[config.mk]
export PLATFORM = sky130hd
export DESIGN_NAME = pll_reset_ctrl
export DESIGN_NICKNAME = d
export VERILOG_FILES = /design/src/rtl/pll_ctrl_pkg.sv /design/src/rtl/sync_2ff.sv /design/src/rtl/pll_reset_ctrl.sv
export SDC_FILE = /design/constraint.sdc
export NUM_CORES = 1
export LEC_CHECK = 0
export BUFFER_PORTS_ARGS = -buffer_cell sky130_fd_sc_hd__buf_2
export CORE_MARGIN = 3
export CORE_UTILIZATION = 58
export CTS_CLUSTER_DIAMETER = 120
export CTS_CLUSTER_SIZE = 10
export DETAILED_ROUTE_END_ITERATION = 6
export PLACE_DENSITY = 0.77
export SETUP_SLACK_MARGIN = 0.2
export SYNTH_ARGS = -nofsm -noshare
export SYNTH_HDL_FRONTEND = slang
export SYNTH_SLANG_ARGS = --single-unit
[constraint.sdc]
create_clock -name clk_i -period 3.17 [get_ports clk_i]
set_clock_uncertainty 0.05 [all_clocks]
set_input_delay 0.634 -clock clk_i [delete_from_list [all_inputs] [get_ports clk_i]]
set_output_delay 0.634 -clock clk_i [all_outputs]
set_load 0.03 [all_outputs]
[src/rtl/pll_ctrl_pkg.sv]
// PLL supervisor shared types: FSM state encoding and default parameters.
// Imported by pll_reset_ctrl. Optional build macro: PLL_LOSS_CNT_EN (see top).
package pll_ctrl_pkg;

    typedef enum logic [1:0] {
        RST    = 2'd0,
        WAIT   = 2'd1,
        LOCKED = 2'd2,
        FAULT  = 2'd3
    } state_e;

    localparam int RESET_CYCLES_DEF = 16;
    localparam int LOCK_TIMEOUT_DEF = 27000;
    localparam int LOCK_FILTER_DEF  = 8;
    localparam int MAX_RETRIES_DEF  = 4;

    function automatic int max2(input int a, input int b);
        return (a > b) ? a : b;
    endfunction

endpackage

[src/rtl/sync_2ff.sv]
// Generic 2-flop synchroniser for asynchronous inputs.
// Ports: clk_i, rst_i (sync, active-high), d_i async in, q_o synchronised out.
module sync_2ff #(
    parameter int             W       = 1,
    parameter logic [W-1:0]   RST_VAL = '0
) (
    input  logic         clk_i,
    input  logic         rst_i,
    input  logic [W-1:0] d_i,
    output logic [W-1:0] q_o
);

    logic [W-1:0] meta_q;

    always_ff @(posedge clk_i) begin
        if (rst_i) begin
            meta_q <= RST_VAL;
            q_o    <= RST_VAL;
        end else begin
            meta_q <= d_i;
            q_o    <= meta_q;
        end
    end

endmodule

[src/rtl/pll_reset_ctrl.sv]
// PLL reset sequencer: pulses PLL RESET, qualifies LOCK, retries, faults.
// Ports: clk_i, rst_i (sync, active-high), lock_i (async), relock_i,
//   pll_rst_o, locked_o, fault_o (sticky), retries_o, and loss_cnt_o
//   when built with PLL_LOSS_CNT_EN defined (lock-loss event counter).
module pll_reset_ctrl
    import pll_ctrl_pkg::*;
#(
    parameter int RESET_CYCLES = RESET_CYCLES_DEF,
    parameter int LOCK_TIMEOUT = LOCK_TIMEOUT_DEF,
    parameter int LOCK_FILTER  = LOCK_FILTER_DEF,
    parameter int MAX_RETRIES  = MAX_RETRIES_DEF
) (
    input  logic                             clk_i,
    input  logic                             rst_i,
    input  logic                             lock_i,
    input  logic                             relock_i,
    output logic                             pll_rst_o,
    output logic                             locked_o,
    output logic                             fault_o,
`ifdef PLL_LOSS_CNT_EN
    output logic [15:0]                      loss_cnt_o,
`endif
    output logic [$clog2(MAX_RETRIES+1)-1:0] retries_o
);

    localparam int CW = max2(1, $clog2(max2(RESET_CYCLES, LOCK_TIMEOUT)));
    localparam int FW = max2(1, $clog2(LOCK_FILTER + 1));
    localparam int RW = $clog2(MAX_RETRIES + 1);

    localparam logic [CW-1:0] RC_LAST = CW'(RESET_CYCLES - 1);
    localparam logic [CW-1:0] LT_LAST = CW'(LOCK_TIMEOUT - 1);
    localparam logic [FW-1:0] LF_LAST = FW'(LOCK_FILTER - 1);
    localparam logic [RW-1:0] R_MAX   = RW'(MAX_RETRIES);

    state_e        state_q, state_n;
    logic [CW-1:0] cnt_q, cnt_n;
    logic [FW-1:0] filt_q, filt_n;
    logic [RW-1:0] retr_q, retr_n;
    logic          lock_s;

    sync_2ff #(.W(1), .RST_VAL(1'b0)) u_lock_sync (
        .clk_i (clk_i),
        .rst_i (rst_i),
        .d_i   (lock_i),
        .q_o   (lock_s)
    );

    always_comb begin
        state_n = state_q;
        cnt_n   = cnt_q;
        filt_n  = filt_q;
        retr_n  = retr_q;
        if (relock_i) begin
            state_n = RST;
            cnt_n   = '0;
            filt_n  = '0;
            retr_n  = '0;
        end else begin
            unique case (state_q)
                RST: begin
                    if (cnt_q == RC_LAST) begin
                        state_n = WAIT;
                        cnt_n   = '0;
                        filt_n  = '0;
                    end else begin
                        cnt_n = cnt_q + 1'b1;
                    end
                end
                WAIT: begin
                    cnt_n  = cnt_q + 1'b1;
                    filt_n = lock_s ? filt_q + 1'b1 : '0;
                    // Qualification is checked first so it wins over timeout.
                    if (lock_s && filt_q == LF_LAST) begin
                        state_n = LOCKED;
                        cnt_n   = '0;
                        filt_n  = '0;
                        retr_n  = '0;
                    end else if (cnt_q == LT_LAST) begin
                        cnt_n  = '0;
                        filt_n = '0;
                        if (retr_q == R_MAX) begin
                            state_n = FAULT;
                        end else begin
                            state_n = RST;
                            retr_n  = retr_q + 1'b1;
                        end
                    end
                end
                LOCKED: begin
                    if (!lock_s) begin
                        state_n = RST;
                        cnt_n   = '0;
                        filt_n  = '0;
                    end
                end
                FAULT: begin
                end
            endcase
        end
    end

    // Outputs are registered from the next state so they line up with
    // the transition edge rather than trailing it by a cycle.
    always_ff @(posedge clk_i) begin
        if (rst_i) begin
            state_q   <= RST;
            cnt_q     <= '0;
            filt_q    <= '0;
            retr_q    <= '0;
            pll_rst_o <= 1'b1;
            locked_o  <= 1'b0;
            fault_o   <= 1'b0;
        end else begin
            state_q   <= state_n;
            cnt_q     <= cnt_n;
            filt_q    <= filt_n;
            retr_q    <= retr_n;
            pll_rst_o <= (state_n == RST) || (state_n == FAULT);
            locked_o  <= (state_n == LOCKED);
            fault_o   <= (state_n == FAULT);
        end
    end

    assign retries_o = retr_q;

`ifdef PLL_LOSS_CNT_EN
    logic loss_ev;

    assign loss_ev = !relock_i && (state_q == LOCKED) && !lock_s;

    always_ff @(posedge clk_i) begin
        if (rst_i) begin
            loss_cnt_o <= '0;
        end else if (loss_ev && loss_cnt_o != 16'hFFFF) begin
            loss_cnt_o <= loss_cnt_o + 16'd1;
        end
    end
`endif

endmodule
# Yosys cells after proc, flatten, opt, wreduce, memory -nomap -nowiden
# Index checks and enable logic that the tools add are counted.
# totals
reg_bits	29
output_inout_bits	6
elab_cells	54
# classes
addsub	3
n_eq_ne	11
mux	21
n_reduce_logical	10
# op_table
cell	count
$mux 15	4
$pmux 15 s3	1
$mux 4	5
$add 15x1->15 const B	1
$eq 15x15->1 const B	1
$eq 15x4->1 const B	1
$mux 2	6
$pmux 4 s3	1
$mux 3	3
$eq 2x2->1 const B	3
$ne 2x2->1 const B	3
$pmux 2 s3	1
$reduce_and 3->1	2
$add 4x1->4 const B	1
$eq 4x3->1 const B	1
$logic_not 2->1	2
$add 3x1->3 const B	1
$eq 3x3->1 const B	1
$reduce_bool 3->1	1
$eq 2x1->1 const B	1
$reduce_and 2->1	1
$reduce_bool 2->1	1
$reduce_or 2->1	1
$logic_and 1x1->1	1
$logic_or 1x1->1	1

# Logic depth before layout (Yosys ltp)
# logic_depth
ltp_word	8
mapped_depth	8
depth_no_buf	8

# Modules after synthesis
# Synthesis repeated with hierarchy kept, for this count alone.
# hier_totals
cells_unflattened	175
area_unflattened_um2	1526.5
# modules_own_cells
module	instances	cells_per_inst	area_each_um2	seq_area_each_um2
pll_reset_ctrl	1	171	1473.9	540.5
sync_2ff	1	4	52.6	40.0

# Least setup slack after synthesis
# No wires, ideal clock.
# synth_timing
path_kind	register -> register
start	register cnt_q[7]
end	register filt_q[3]
t_arrival_ps	2273
required_ps	3050
slack_ps	777
stages_incl_launch_ff	6
path_buffers	0
period_less_slack_ps	2393
cell_sequence	dfxtp_1 -> or4b_4 -> or4_4 -> a21o_1 -> or4_1 -> a21oi_1
# synth_via
elab_chain_len	4
# synth_rtl
item	line	text
start: declaration	pll_reset_ctrl.sv:36	logic [CW-1:0] cnt_q, cnt_n;
start signal: assignment	pll_reset_ctrl.sv:115	cnt_q <= cnt_n;
$eq 15x15->1	pll_reset_ctrl.sv:78	end else if (cnt_q == LT_LAST) begin
$mux 4	pll_reset_ctrl.sv:78	
$mux 4	pll_reset_ctrl.sv:73	if (lock_s && filt_q == LF_LAST) begin
$pmux 4 s3	pll_reset_ctrl.sv:59	unique case (state_q)
end signal: assignment	pll_reset_ctrl.sv:116	filt_q <= filt_n;
end: declaration	pll_reset_ctrl.sv:37	logic [FW-1:0] filt_q, filt_n;
# Several ways; a longest one is shown, not always the timed one.
# A chain may end at the register's enable or synchronous reset.

# Final worst setup path
# layout_timing
start	register cnt_q[7]
end	register pll_rst_o
# layout_via
elab_chain_len	7
# layout_rtl
item	line	text
$eq 15x15->1	pll_reset_ctrl.sv:78	
$mux 2	pll_reset_ctrl.sv:78	
$mux 2	pll_reset_ctrl.sv:73	
$pmux 2 s3 *	pll_reset_ctrl.sv:59	
$mux 2 *	pll_reset_ctrl.sv:53	if (relock_i) begin
$eq 2x2->1 or $logic_not 2->1 (tied branches)	pll_reset_ctrl.sv:118	pll_rst_o <= (state_n == RST) || (state_n == FAULT);
$logic_or 1x1->1 *	pll_reset_ctrl.sv:118	
end signal: assignment	pll_reset_ctrl.sv:118	
end: declaration	pll_reset_ctrl.sv:17	output logic pll_rst_o,
# Every way passes the cells marked *; elsewhere a longest branch is shown, timed or not.

==> run metrics <==
Crit Path Class=flip-flop to flip-flop; Clk pin slew, worst setup/hold paths=90 ps; hold wc startpoint=u_lock_sync.meta_q; actual slew at the worst max-slew pin=555 ps; Syn. warnings=0; CTS Buf Count=5; Finish-stage setup viols=0; DRT iter0 DRCs=30; pin count of the biggest net entering global routing=16; R2R cell count=6; commonest non-fill, non-tap cell in the layout=dfxtp_1; # Post-CTS Setup Buffers=0; Netlist cell types=36; RR Startpoint=cnt_q[7]; syn_area_per_cell=8.44 sq um; WP data required=about 3300 ps; CP Max Fanout=7; RePlAce Congestion=0.850; endpoints failing hold=0; Post-Syn Nets=183; placed cells=207; post-DR vias/cell=5.72; power density over cell area=379 nW/um^2; max-cap violations=0; f_max=~400 MHz; Die Width=roughly 56 um; Clock Sinks=29; vias in the first global route=1,145; crit path launch type=flip-flop; post-synthesis cell area=1440 sq um; share of cells above drive strength 1=0.128; status=finished clean; Max VDD drop=0.332 mV; Row Count=17; Hold Crit Class=flip-flop to flip-flop; Worst setup EP type=flip-flop; first-pass GRT wire length=5010 um; Worst slew margin=0.627; vias post-DR=1,229; most frequent cells in the layout=29 x dfxtp_1, 28 x nor2_1, 13 x nand2_1; Final Cycle Share=0.809; ant diodes=0; Die Y=55.9 um; die area=between 3000 and 4000 sq um; GRT overflow=0; Clock Latency Late Sink=330 ps; DR WL/cell=~13 um; max-slew violation count=0; Initial Util=0.634; Mapped Cells=171; Non-Filler Instances=215; RSZ-0062 raised after global routing=no; DRT Pass-1 Iters=4; initial antenna violation count=0; Setup TNS=0 ps; Seq/Total Area, Yosys=0.402; hold buffers post-CTS=0; static leakage=0.604 nW; final wirelength=around 2800 um; IO buf count=9; flop-to-flop setup slack=~600 ps; Seq cells post-synth=29; Total GRT Usage=0.207; core region area=2280 sq um; fin nets=approximately 200; Hold Path Depth=1; I/O pin total=10; DRC Markers=0; HPWL Detailed=2040 um; CTS tree=yes; hold endpoint=u_lock_sync.q_o; area delta synth->final=9.01%; clock root buffer=clkbuf_4; worst path arrival time=2730 ps; CTS H-Tree Depth=2; post-route ant nets=0; worst r2r dst=pll_rst_o; clk buf depth=2; fin crit period=~2600 ps; post-CTS sizing=0
-- logic make-up (layout without fill, tap and decap cells) --
family,after synthesis,after routing,synth area share
xor gates and xnor gates,14,14,0.0849
buffers and inverters,13,29,0.0347
muxes,1,1,0.00693
adders and majority gates,8,8,0.0693
AOI/OAI and AO/OA,26,26,0.110
DFF,29,29,0.402
and+or+nand+nor,80,80,0.292
-- routing by layer --
layer  vias up  share of wire  routed length, um  global-route usage
met4         0          0.022                 63              0.0983
met2        29           0.43               1210               0.316
met1       571           0.49               1400               0.258
met5         -              0                  0                   0
met3         7          0.052                147              0.0742
li1        622              -                  -                   -
-- worst max-delay path by stage --
stage	startpoint	end	slack, ps
2_1_floorplan	cnt_q[7]	filt_q[3]	780
5_1_grt	cnt_q[7]	pll_rst_o	440
3_5_place_dp	cnt_q[7]	pll_rst_o	650
3_3_place_gp	cnt_q[7]	filt_q[3]	730
6_report	cnt_q[7]	pll_rst_o	600
4_1_cts	cnt_q[7]	pll_rst_o	610
-- cells in the mapped netlist, drive strengths merged --
cell / instances / area [sq um]
or3b: 1 / 8.76
and3: 3 / 18.8
nand4: 4 / 25.0
nor2b: 5 / 31.3
dfxtp: 29 / 581
inv: 11 / 41.3
a21bo: 1 / 10.0
mux2i: 1 / 10.0
o21ai: 7 / 35.0
xnor2: 6 / 52.6
nand2: 13 / 48.8
o31ai: 1 / 7.51
nor3: 5 / 25.0
nor4b: 1 / 8.76
or4b: 2 / 23.8
nand4b: 2 / 17.5
nand2b: 3 / 18.8
nand3: 6 / 30.0
or4: 4 / 33.8
or2: 1 / 6.26
a311o: 1 / 10.0
nor3b: 1 / 7.51
a21oi: 9 / 45.0
ha: 8 / 100
xor2: 8 / 70.1
a31oi: 2 / 12.5
nor2: 28 / 105
nor4: 1 / 12.5
a41oi: 1 / 8.76
a22oi: 1 / 7.51
a21o: 3 / 22.5
buf: 2 / 8.75
-- where the power goes --
group | internal [W] | switching [W] | leakage [nW]
registers | 0.000366 | 0.00000199 | 0.234
logic | 0.00000523 | 0.00000766 | 0.338
clock network | 0.0000843 | 0.000131 | 0.0320
total | 0.000456 | 0.000141 | 0.604
-- worst max-delay path, stage by stage (launching register included) --
cell     delay, ps
dfxtp_1        380
or4b_4         560
nor4_2         540
nand2_1        220
a41oi_1        450
xor2_1         180
nand2_1         70
-- per-stage QoR --
stage	area, sq um	setup WS (ps)	total power, W	hold WS, ps	util
after global placement	1520	726	0.000389	371	0.669
after CTS	1570	609	0.000597	417	0.692
after floorplan	1440	777	0.000385	364	-
after global routing	1570	438	0.000615	443	0.692
final	1570	605	0.000597	418	0.692
after detailed placement	1520	650	0.000390	404	0.669
-- sequential cells by signal, summed over array words and instances (netlist names) --
name and flops:
u_lock_sync.q_o 1, filt_q 4, u_lock_sync.meta_q 1, fault_o 1
locked_o 1, pll_rst_o 1, cnt_q 15, state_q 2
retries_o 3
-- final cells by class --
class | instances | area [sq um]
Clock inverter | 2 | 10.0
Sequential cell | 29 | 581
Multi-Input combinational cell | 129 | 813
Tap cell | 28 | 35.0
Fill cell | 179 | 702
Inverter | 11 | 41.3
Timing Repair Buffer | 10 | 52.6
Clock buffer | 6 | 41.3
Note: power is estimated with default switching activity, not from simulation.
